===== src/rtl/note_sequence_controller.sv =====
// Records live key events (note, octave, duration in ticks) into a small event RAM and
// replays them as note/octave updates with a one-cycle load strobe for the datapath.
module note_sequence_controller #(
  parameter int DEPTH    = 16,
  parameter int TICK_DIV = 500000,
  parameter int DUR_W    = 10
) (
  input  logic                   i_clk,
  input  logic                   i_reset,
  input  logic                   i_key_valid,
  input  logic                   i_key_release,
  input  logic [3:0]             i_key_note,
  input  logic [1:0]             i_key_octave,
  input  logic                   i_record_en,
  input  logic                   i_play_req,
  input  logic                   i_stop,
  output logic [3:0]             o_note_out,
  output logic [1:0]             o_octave_out,
  output logic                   o_note_load,
  output logic                   o_note_on,
  output logic                   o_recording,
  output logic                   o_playing,
  output logic [$clog2(DEPTH):0] o_count,
  output logic                   o_full
);
  localparam int AW = $clog2(DEPTH);
  localparam int CW = AW + 1;
  localparam int TW = (TICK_DIV > 1) ? $clog2(TICK_DIV) : 1;
  localparam int EW = 6 + DUR_W;
  localparam logic [CW-1:0]    DEPTH_C   = CW'(DEPTH);
  localparam logic [TW-1:0]    TICK_LAST = TW'(TICK_DIV - 1);
  localparam logic [DUR_W-1:0] DUR_MAX   = {DUR_W{1'b1}};
  localparam logic [3:0]       NOTE_REST = 4'hF;

  localparam logic [2:0] S_IDLE  = 3'd0;
  localparam logic [2:0] S_REC   = 3'd1;
  localparam logic [2:0] S_PLOAD = 3'd2;
  localparam logic [2:0] S_PWAIT = 3'd3;
  localparam logic [2:0] S_PHOLD = 3'd4;

  logic [2:0]       r_state;
  logic [CW-1:0]    r_count;
  logic [AW-1:0]    r_idx;
  logic [TW-1:0]    r_tick_cnt;
  logic [DUR_W-1:0] r_dur_ctr;
  logic             r_pend_valid;
  logic             r_pend_rest;
  logic [3:0]       r_pend_note;
  logic [1:0]       r_pend_oct;
  logic [DUR_W-1:0] r_hold_cnt;
  logic [DUR_W-1:0] r_hold_dur;
  logic [3:0]       r_note_out;
  logic [1:0]       r_octave_out;
  logic             r_note_load;
  logic             r_note_on;
  logic [EW-1:0]    r_mem [DEPTH];
  logic [EW-1:0]    r_rd_data;

  logic             w_tick;
  logic             w_full;
  logic             w_key_ok;
  logic             w_press;
  logic             w_rel_match;
  logic             w_rec_evt;
  logic             w_rec_end;
  logic             w_wr_en;
  logic             w_full_after;
  logic             w_open;
  logic [DUR_W-1:0] w_close_dur;
  logic [EW-1:0]    w_wr_data;
  logic             w_hold_done;
  logic             w_last;
  logic             w_play_abort;
  logic             w_play_end;
  logic [2:0]       w_state_next;
  logic [3:0]       w_rd_note;
  logic [1:0]       w_rd_oct;
  logic [DUR_W-1:0] w_rd_dur;

  assign w_tick      = (r_tick_cnt == TICK_LAST);
  assign w_full      = (r_count == DEPTH_C);
  assign w_key_ok    = i_key_valid && (i_key_note != NOTE_REST);
  assign w_press     = w_key_ok && !i_key_release;
  assign w_rel_match = w_key_ok && i_key_release && r_pend_valid && !r_pend_rest &&
                       (i_key_note == r_pend_note) && (i_key_octave == r_pend_oct);
  assign w_rec_evt   = (r_state == S_REC) && !i_stop && i_record_en && (w_press || w_rel_match);
  assign w_rec_end   = (r_state == S_REC) && !i_stop && !i_record_en;
  // A trailing rest is never stored when the session ends; only a held note is closed.
  assign w_wr_en      = !i_reset && !w_full && r_pend_valid &&
                        (w_rec_evt || (w_rec_end && !r_pend_rest));
  assign w_full_after = w_wr_en ? (r_count == DEPTH_C - 1'b1) : w_full;
  assign w_open       = w_rec_evt && !w_full_after;
  assign w_close_dur  = (r_dur_ctr == '0) ? DUR_W'(1) : r_dur_ctr;
  assign w_wr_data    = {r_pend_note, r_pend_oct, w_close_dur};

  assign w_rd_note    = r_rd_data[EW-1 -: 4];
  assign w_rd_oct     = r_rd_data[DUR_W+1 -: 2];
  assign w_rd_dur     = r_rd_data[DUR_W-1:0];
  assign w_hold_done  = w_tick && ((r_hold_cnt + 1'b1) >= r_hold_dur);
  assign w_last       = ({1'b0, r_idx} == (r_count - 1'b1));
  assign w_play_abort = o_playing && i_stop;
  assign w_play_end   = (r_state == S_PHOLD) && !i_stop && w_hold_done && w_last;

  always_comb begin
    w_state_next = r_state;
    case (r_state)
      S_IDLE: begin
        if (i_record_en) w_state_next = S_REC;
        else if (i_play_req && (r_count != '0)) w_state_next = S_PLOAD;
      end
      S_REC:   if (i_stop || !i_record_en) w_state_next = S_IDLE;
      S_PLOAD: w_state_next = i_stop ? S_IDLE : S_PWAIT;
      S_PWAIT: w_state_next = i_stop ? S_IDLE : S_PHOLD;
      S_PHOLD: begin
        if (i_stop || w_play_end) w_state_next = S_IDLE;
        else if (w_hold_done) w_state_next = S_PLOAD;
      end
      default: w_state_next = S_IDLE;
    endcase
  end

  always_ff @(posedge i_clk) begin
    if (w_wr_en) r_mem[r_count[AW-1:0]] <= w_wr_data;
    if (r_state == S_PLOAD) r_rd_data <= r_mem[r_idx];
  end

  always_ff @(posedge i_clk) begin
    if (i_reset) begin
      r_state      <= S_IDLE;
      r_count      <= '0;
      r_idx        <= '0;
      r_tick_cnt   <= '0;
      r_dur_ctr    <= '0;
      r_pend_valid <= 1'b0;
      r_pend_rest  <= 1'b0;
      r_pend_note  <= NOTE_REST;
      r_pend_oct   <= 2'd0;
      r_hold_cnt   <= '0;
      r_hold_dur   <= '0;
      r_note_out   <= NOTE_REST;
      r_octave_out <= 2'd0;
      r_note_load  <= 1'b0;
      r_note_on    <= 1'b0;
    end else begin
      r_state     <= w_state_next;
      r_note_load <= 1'b0;
      // Durations count whole ticks from each state entry or newly opened entry.
      if ((w_state_next != r_state) || w_open || w_tick) r_tick_cnt <= '0;
      else r_tick_cnt <= r_tick_cnt + 1'b1;
      if (w_wr_en) r_count <= r_count + 1'b1;

      case (r_state)
        S_IDLE: begin
          if (i_record_en) begin
            r_count      <= '0;
            r_pend_valid <= 1'b0;
          end else if (i_play_req) begin
            r_idx <= '0;
          end
        end
        S_REC: begin
          if (w_state_next == S_IDLE) begin
            r_pend_valid <= 1'b0;
          end else if (w_rec_evt) begin
            r_pend_valid <= w_open;
            r_pend_rest  <= w_rel_match;
            r_pend_note  <= w_rel_match ? NOTE_REST : i_key_note;
            r_pend_oct   <= w_rel_match ? 2'd0 : i_key_octave;
            r_dur_ctr    <= '0;
          end else if (w_tick && (r_dur_ctr != DUR_MAX)) begin
            r_dur_ctr <= r_dur_ctr + 1'b1;
          end
        end
        S_PWAIT: begin
          if (!i_stop) begin
            r_note_out   <= w_rd_note;
            r_octave_out <= w_rd_oct;
            r_note_on    <= (w_rd_note != NOTE_REST);
            r_note_load  <= 1'b1;
            r_hold_dur   <= w_rd_dur;
            r_hold_cnt   <= '0;
          end
        end
        S_PHOLD: begin
          if (!i_stop && w_tick) begin
            if (!w_hold_done) r_hold_cnt <= r_hold_cnt + 1'b1;
            else if (!w_last) r_idx <= r_idx + 1'b1;
          end
        end
        default: ;
      endcase

      if (w_play_abort || w_play_end) begin
        r_note_out   <= NOTE_REST;
        r_octave_out <= 2'd0;
        r_note_on    <= 1'b0;
        r_note_load  <= 1'b1;
      end
    end
  end

  assign o_note_out   = r_note_out;
  assign o_octave_out = r_octave_out;
  assign o_note_load  = r_note_load;
  assign o_note_on    = r_note_on;
  assign o_recording  = (r_state == S_REC);
  assign o_playing    = (r_state == S_PLOAD) || (r_state == S_PWAIT) || (r_state == S_PHOLD);
  assign o_count      = r_count;
  assign o_full       = w_full;
endmodule


===== config.mk =====
export PLATFORM = sky130hd
export DESIGN_NAME = note_sequence_controller
export DESIGN_NICKNAME = d
export VERILOG_FILES = /design/src/rtl/note_sequence_controller.sv
export SDC_FILE = /design/constraint.sdc
export NUM_CORES = 1
export LEC_CHECK = 0
export CORE_MARGIN = 2
export CORE_UTILIZATION = 50
export DETAILED_ROUTE_END_ITERATION = 6
export DONT_BUFFER_PORTS = 1
export PLACE_DENSITY = 0.74
export SYNTH_ARGS = -nofsm -noshare
export SYNTH_HDL_FRONTEND = slang
export SYNTH_SLANG_ARGS = --single-unit

===== constraint.sdc =====
create_clock -name i_clk -period 9 [get_ports i_clk]
set_input_delay 1.8 -clock i_clk [delete_from_list [all_inputs] [get_ports i_clk]]
set_output_delay 1.8 -clock i_clk [all_outputs]
set_load 0.01 [all_outputs]

==> results.toml, run 1 <==
[outcome]
outcome = "finished, final reports clean"

[setup_path]
path_class = "reg -> out"
worstPathArrival_ns = 2.22
cpMaxStageDelayCell = "nor4bb_1"
crit_required_ns = 7.20
crit_path_end_kind = "output pin"
slowest_delay_ns = 0.85
cp_cell_sequence = "inv_1, ha_1, nor4bb_1"
critPathMaxFanout = 8
start_kind = "flop"

[global_routing]
grt_util_met1 = 0.290
grt_pass1_wl_um = 45500
met2_usage = 0.307
grt_remaining_overflow = 0
grt-busiest-layer = "met2"
track_usage = 0.196
grt_pass1_vias = 7821
antenna_found_initial = 0
grt_max_degree = 70
grt_util_met3 = 0.0313

[sta]
finalClockSkew_ns = 0.0295
setup_ws_ns = 4.98
report.final.slew_viol_count = 0
setup_viol = 0
max_freq_ghz = 0.248
relSlewSlack = 0.309
period_minus_slack_ns = 4.02
period_share = 0.447
rsz0062_at_grt = "false"
hold_viol_final = 0
setup_tns_ns = 0
tightest_slew_ns = 1.03

[place]
dp_hpwl_um = 18500
routabilityCongestion = 0.829
io_buffers = 0
place_area_mm2 = 0.0150
post-place-ws_ns = 4.78

[synthesis]
synth.distinct_cells = 68
synth_area_per_cell_um2 = 15.6
syn_area_mm2 = 0.0145
ys_warn_count = 0
ys_ff_latch = 349
synth_seq_area_share = 0.669
synthCells = 928
async_flop_share = 0
synth_edf_count = 272
synth_flop_cell = "edfxtp_1"
syn_nets = 961

[floorplan]
die_h_um = 174
start_util = 0.507
die-area_mm2 = 0.0304
core_area_mm2 = 0.0286
ios = 29
rows = 62
die_x_um = 174

[clock_network]
cts_resized = 0
cts_sinks = 349
clk_latency_ns = 0.54
cts_buffers = 36
cts_setup_buffers = 0
cts_buffer_depth = 3
cts_tree = "built"
cts_root_buffer = "clkbuf_16"
cts_hold_buffers = 0
clk_pin_slew_ns = 0.06
htree_levels = 2

[power_and_ir_drop]
p_clk_frac = 0.464
internal_power_mw = 2.68
switchingPower_mw = 0.631
sequentialPowerShare = 0.520
powerDensity_mw_per_mm2 = 205
power_leakage_nw = 5.32
comb_power_share = 0.016
ir_drop_mv = 0.191
swShare = 0.190
total_power_mw = 3.31

[cells_and_area]
layout_common_cells = "272 x edfxtp_1, 80 x mux4_2, 75 x dfxtp_1, 70 x nand2_1, 39 x nor2_1"
final_common_cell = "edfxtp_1"
finalInstanceArea_mm2 = 0.0162
final_util = 0.566
drive_gt1_frac = 0.185
area_growth_pct = 11.6
final_nets = 967
antennaDiodeCount = 0

[routing]
drt_iter0_drc = 827
ant_nets = 0
drc = 0
wl_per_cell_um = 21.8
first_pass_iters = 7
viasPerCell = 5.93
num_vias = 7979
wl_um = 29400

[hold_path]
hp-class = "reg -> reg"

[run]
maxCapViolCount = 0
-- state kept, by name (all words and copies together) (netlist names) --
name          count
r_pend_oct        2
r_idx             4
r_tick_cnt       19
r_mem           256
r_state           3
r_pend_valid      1
r_dur_ctr        10
o_octave_out      2
o_note_on         1
r_pend_note       4
r_hold_dur       10
o_note_load       1
r_rd_data        16
o_count           5
r_hold_cnt       10
o_note_out        4
r_pend_rest       1
-- cells by family after synthesis --
| family | after synthesis | synth area share |
|---|---|---|
| xor gates and xnor gates | 47 | 0.0283 |
| DFF | 349 | 0.669 |
| muxes | 84 | 0.127 |
| AOI/OAI and AO/OA | 84 | 0.0381 |
| adders and majority gates | 20 | 0.0172 |
| and+or+nand+nor | 271 | 0.0998 |
| buffers and inverters | 73 | 0.0211 |
-- cells in the mapped netlist (all sizes together), types with 8 or more instances --
| cell type | n | area [um^2] |
|---|---|---|
| nor2 | 42 | 165 |
| xor2 | 20 | 175 |
| and2 | 8 | 50.1 |
| nor3 | 39 | 195 |
| inv | 25 | 93.8 |
| clkbuf | 29 | 109 |
| nand3 | 30 | 155 |
| dfxtp | 77 | 1540 |
| nand4 | 17 | 106 |
| xnor2 | 27 | 236 |
| nand2 | 71 | 269 |
| ha | 20 | 250 |
| a21oi | 36 | 184 |
| or3 | 11 | 73.8 |
| buf | 18 | 100 |
| o21ai | 15 | 78.8 |
| edfxtp | 272 | 8170 |
| mux4 | 80 | 1800 |
-- per-layer routing --
metal | part of all wire | vias to the layer above | wire (um)
li1 | - | 3610 | -
met1 | 0.44 | 4063 | 13000
met2 | 0.47 | 269 | 13900
met3 | 0.069 | 37 | 2020
met4 | 0.018 | 0 | 521
met5 | 0 | - | 0
-- cell type report --
| class | count | area, um^2 |
|---|---|---|
| Clock buffer | 47 | 972 |
| Multi-Input combinational cell | 506 | 4550 |
| Inverter | 26 | 97.6 |
| Tap cell | 384 | 480 |
| Timing Repair Buffer | 15 | 113 |
| Fill cell | 2141 | 12400 |
| Clock inverter | 19 | 269 |
| Sequential cell | 349 | 9710 |
-- critical path: cells and delay by family (launching register included) --
kind | cells | cell delay [ns]
simple gates | 1 | 0.85
flops | 1 | 0.44
fa+ha+maj | 1 | 0.27
buf+inv | 1 | 0.14
-- per-stage QoR --
step | hold slack [ns] | cells
2_1_floorplan | 0.436 | 928
5_1_grt | 0.475 | 1346
3_5_place_dp | 0.447 | 1280
6_report | 0.453 | 1346
4_1_cts | 0.455 | 1346
3_3_place_gp | 0.438 | 1280
-- worst paths after layout --
kind                         to  slack [ns]  cells past startpoint           from
setup / recovery         o_full        4.98                      3     o_count[0]
hold / removal    r_hold_dur[6]        0.45                      2  r_hold_dur[6]
setup reg to reg  r_tick_cnt[7]        5.63                     10  r_hold_cnt[2]
hold reg to reg   r_hold_dur[6]        0.45                      2  r_hold_dur[6]
-- power by group through the flow --
stage | clock [mW] | combinational (mW) | sequential, mW
5_1_grt | 1.63 | 0.0568 | 1.72
6_report | 1.54 | 0.0528 | 1.72
3_3_place_gp | 0 | 0.0523 | 1.76
2_1_floorplan | 0 | 0.0507 | 1.75
4_1_cts | 1.57 | 0.0533 | 1.72
3_5_place_dp | 0 | 0.0530 | 1.76
No activity file was read; power rests on OpenSTA's default activity.
==> run 2, diff against run 1 <==
==> constraint.sdc (replaced) <==
create_clock -name i_clk -period 3.72 [get_ports i_clk]
set_input_delay 0.744 -clock i_clk [delete_from_list [all_inputs] [get_ports i_clk]]
set_output_delay 0.744 -clock i_clk [all_outputs]
set_load 0.01 [all_outputs]
==> results.toml, run 2 (synthesis gave the netlist of run 1 again) <==
[outcome]
outcome = "finished, final reports clean"

[cells_and_area]
antennaDiodeCount = 0
layout_common_cells = "272 x edfxtp_1, 80 x mux4_2, 75 x dfxtp_1, 70 x nand2_1, 39 x nor2_1"
drive_gt1_frac = 0.201
final_util = 0.570
area_growth_pct = 12.3
seq_area_mm2 = 0.00971
final_nets = 982
n_fill_cell = 2138
multi_input_comb_area_mm2 = 0.00455
largest_reg_flops = 256
final_common_cell = "edfxtp_1"

[global_routing]
grt_max_degree = 46
antenna_found_initial = 1
grt_remaining_overflow = 0
grt_pass1_vias = 7952
grt_pass1_wl_um = 46700
track_usage = 0.204

[setup_path]
reg2reg_from = "r_hold_cnt[2]"
worstPathArrival_ns = 3.43
crit_required_ns = 4.12
r2r_cells = 11
critPathMaxFanout = 7
crit_path_end_kind = "flop"
r2r_setup_slack_ns = 0.69
rr_endpoint = "o_octave_out[1]"
start_kind = "flop"
path_class = "reg -> reg"

[hold_path]
hold_path_depth = 1
hp-class = "in -> reg"
min-delay-start = "i_reset"
holdPathEnd = "r_hold_cnt[7]"

[run]
maxCapViolCount = 0

[clock_network]
cts_resized = 0
clk_latency_ns = 0.53
cts_sinks = 349
cts_buffers = 36
clk_pin_slew_ns = 0.06
cts_hold_buffers = 0
cts_buffer_depth = 3
cts_root_buffer = "clkbuf_16"
cts_setup_buffers = 0
htree_levels = 2
cts_tree = "built"

[routing]
first_pass_iters = 5
wl_per_cell_um = 22.3
drt_iter0_drc = 759
viasPerCell = 5.84
num_vias = 7938
wl_um = 30300
drc = 0
ant_nets = 0

[sta]
max_freq_ghz = 0.330
period_share = 0.814
report.final.slew_viol_count = 0
setup_ws_ns = 0.693
rsz0062_at_grt = "false"
hold_viol_final = 0
finalClockSkew_ns = 0.0128
setup_viol = 0
relSlewSlack = 0.245
period_minus_slack_ns = 3.03
tightest_slew_ns = 1.12
setup_tns_ns = 0

[floorplan]
die-area_mm2 = 0.0304
start_util = 0.507
core_area_mm2 = 0.0286
ios = 29
die_h_um = 174
die_x_um = 174
rows = 62

[power_and_ir_drop]
total_power_mw = 7.91
ir_drop_mv = 0.369
powerDensity_mw_per_mm2 = 485
power_leakage_nw = 5.39

[place]
post-place-ws_ns = 0.706
dp_hpwl_um = 17800
routabilityCongestion = 0.876
io_buffers = 0
==> run 2: report_power, final <==
part           total [mW]  internal [mW]  switching (mW)
registers            4.16           4.15          0.0109
clock network        3.61           2.15            1.46
logic               0.136         0.0690          0.0671
total                7.91           6.37            1.54
==> run 2: worst max-delay path: stages (launching register included) <==
cell	delay, ns
dfxtp_1	0.41
and3_1	0.22
nand4_1	0.21
nor2_1	0.18
xor2_1	0.10
ha_1	0.33
nand4_1	0.15
a211o_1	0.27
o31a_1	0.18
a2111oi_2	0.45
o22ai_2	0.21
a21boi_0	0.19
==> run 2: worst max path at each step <==
stage | startpoint | endpoint | slack [ns] | depth (start not counted)
floorplan | i_stop | r_mem[10][0] | 0.28 | 6
global placement | r_hold_cnt[2] | o_octave_out[1] | 0.80 | 11
detailed placement | r_hold_cnt[2] | o_octave_out[1] | 0.71 | 11
CTS | r_hold_cnt[2] | o_octave_out[1] | 0.67 | 11
global route | r_hold_cnt[2] | o_octave_out[1] | 0.44 | 11
finish | r_hold_cnt[2] | o_octave_out[1] | 0.69 | 11
==> run 2: final cells by class <==
cell class                      count  area share
Clock buffer                       53      0.0635
Clock inverter                     12     0.00906
Inverter                           26     0.00599
Multi-Input combinational cell    506       0.279
Sequential cell                   349       0.596
Tap cell                          384      0.0295
Timing Repair Buffer               30      0.0169
==> run 2: metrics by stage <==
step	instance area (um^2)	hold WS, ns	std cells
after global placement	15100	0.439	1295
after detailed placement	15100	0.443	1295
after floorplan	14500	0.436	928
after CTS	16300	0.269	1360
after global routing	16300	0.273	1360
final	16300	0.281	1360
==> run 2: per-layer routing <==
layer  vias to the layer above  wire length [um]  share of wire  track usage
li1                       3635                 -              -            -
met1                      3998             11900           0.39        0.262
met2                       255             15800           0.52        0.355
met3                        50              1950          0.064       0.0385
met4                         0               668          0.022       0.0606
met5                         -                 0              0            0
==> run 3, diff against run 2 <==
--- a/config.mk
+++ b/config.mk
@@ -9,7 +9,7 @@
 export CORE_UTILIZATION = 50
 export DETAILED_ROUTE_END_ITERATION = 6
 export DONT_BUFFER_PORTS = 1
-export PLACE_DENSITY = 0.74
+export PLACE_DENSITY = 0.77
 export SYNTH_ARGS = -nofsm -noshare
 export SYNTH_HDL_FRONTEND = slang
 export SYNTH_SLANG_ARGS = --single-unit
==> constraint.sdc (replaced) <==
create_clock -name i_clk -period 2.7 [get_ports i_clk]
set_input_delay 0.54 -clock i_clk [delete_from_list [all_inputs] [get_ports i_clk]]
set_output_delay 0.54 -clock i_clk [all_outputs]
set_load 0.01 [all_outputs]
==> results.toml, run 3 (synthesis gave the netlist of run 1 again) <==
[sta]
max_freq_ghz = 0.365
setup_viol = 3
finalClockSkew_ns = 0.0217
setup_ws_ns = -0.0399
report.final.slew_viol_count = 0
relSlewSlack = 0.326
rsz0062_at_grt = "true"
tightest_slew_ns = 1.00
hold_viol_final = 0
holdWs_ns = 0.0717
period_share = 1.01
period_minus_slack_ns = 2.74

[power_and_ir_drop]
total_power_mw = 10.5
ir_drop_mv = 0.535
p_clk_frac = 0.435
switchingPower_mw = 2.07
power_leakage_nw = 5.59
comb_power_share = 0.019
sequentialPowerShare = 0.546
powerDensity_mw_per_mm2 = 625
swShare = 0.198
internal_power_mw = 8.42

[floorplan]
rows = 62
core_area_mm2 = 0.0286
ios = 29
die_x_um = 174
die_h_um = 174
start_util = 0.507
die-area_mm2 = 0.0304

[global_routing]
antenna_found_initial = 0
grt_max_degree = 57
grt_pass1_wl_um = 48200
track_usage = 0.210
grt_pass1_vias = 8306
grt_remaining_overflow = 0

[clock_network]
cts_root_buffer = "clkbuf_16"
cts_sinks = 349
htree_levels = 2
clk_pin_slew_ns = 0.06
cts_buffers = 35
cts_buffer_depth = 3
cts_tree = "built"
clk_latency_ns = 0.52
cts_hold_buffers = 0

[cells_and_area]
stdcell_count = 1398
area_growth_pct = 15.7
final_common_cell = "edfxtp_1"
antennaDiodeCount = 0
final_nets = 1023
largest_reg_flops = 256
final_util = 0.587
drive_gt1_frac = 0.254
layout_common_cells = "272 x edfxtp_1, 80 x mux4_2, 70 x nand2_1, 70 x dfxtp_1, 54 x buf_4"

[place]
dp.cells = 1332
routabilityCongestion = 0.847
post-place-ws_ns = -0.0661
io_buffers = 0
dp_hpwl_um = 19400

[outcome]
violations = "setup timing"
outcome = "finished, violations left"

[setup_path]
crit_required_ns = 3.08
critPathLaunch = "r_hold_cnt[4]"
worstPathArrival_ns = 3.12
reg2reg_from = "r_hold_cnt[4]"
critPathMaxFanout = 7
r2r_cells = 11
crit_path_end_kind = "flop"
endpoint = "o_octave_out[0]"
path_class = "reg -> reg"
r2r_setup_slack_ns = -0.04
rr_endpoint = "o_octave_out[0]"
start_kind = "flop"

[routing]
num_vias = 8173
wl_um = 31700
drc = 0
viasPerCell = 5.85
ant_nets = 0
drt_iter0_drc = 791
wl_per_cell_um = 22.7
first_pass_iters = 5

[hold_path]
hp-class = "in -> reg"

[run]
maxCapViolCount = 0
-- run 3: cell count changes in the layout (fill, tap and decap cells not counted), sizes merged --
cell | before | now
bufinv | 3 | 1
clkbuf | 53 | 43
clkinvlp | 1 | 4
inv | 27 | 25
buf | 30 | 71
clkinv | 7 | 14
nand3 | 30 | 31
-- run 3: timing repair --
| action | in CTS | in global routing |
|---|---|---|
| cloned | 0 | 1 |
| pin swaps | 2 | 11 |
| buffers inserted | 0 | 4 |
| setup endpoints to repair | 7 | 51 |
| gates resized for setup | 2 | 28 |
-- run 3: worst min path at each step --
stage	start	endpoint	slack [ns]	cells past startpoint
6_report	i_reset	r_hold_cnt[2]	0.07	1
5_1_grt	i_reset	r_hold_cnt[2]	0.06	1
4_1_cts	i_reset	r_hold_cnt[2]	0.08	1
3_5_place_dp	r_hold_dur[7]	r_hold_dur[7]	0.44	2
3_3_place_gp	r_hold_dur[5]	r_hold_dur[5]	0.44	2
2_1_floorplan	r_hold_dur[1]	r_hold_dur[1]	0.44	2
-- run 3: per-layer routing --
| metal | GRT usage | vias up | part of all wire |
|---|---|---|---|
| met3 | 0.0455 | 58 | 0.070 |
| li1 | - | 3719 | - |
| met1 | 0.268 | 4107 | 0.39 |
| met5 | 0 | - | 0 |
| met4 | 0.0679 | 0 | 0.024 |
| met2 | 0.361 | 289 | 0.51 |
-- run 3: final cells by class --
class,count,area (um^2)
Fill cell,2077,11800
Tap cell,384,480
Inverter,26,97.6
Timing Repair Buffer,71,728
Multi-Input combinational cell,507,4700
Clock buffer,43,948
Sequential cell,349,9720
Clock inverter,18,120
-- run 3: power by group through the flow --
stage,logic (mW),registers (mW),clock network (mW)
after floorplan,0.171,5.84,0
final,0.205,5.73,4.56
after global placement,0.202,5.84,0
after detailed placement,0.205,5.84,0
after CTS,0.207,5.73,4.63
after global routing,0.222,5.72,4.83
-- run 3: worst max-delay path, cell delays in order (launching register included) --
cell and delay, ns:
dfxtp_2 0.32, and3_4 0.20, nand4_1 0.15, buf_4 0.18, xnor2_1 0.12, ha_1 0.30, nand4_1 0.17, a211o_1 0.28
o31a_1 0.16, a2111oi_4 0.35, o22ai_2 0.18, a21boi_0 0.19
-- run 3: stage by stage --
step                      TNS [ns]  cell area (um^2)
after floorplan             -15.69             14600
after global placement      -0.110             15600
after detailed placement    -0.188             15600
after CTS                        0             16600
after global routing         -3.02             16800
final                       -0.106             16800
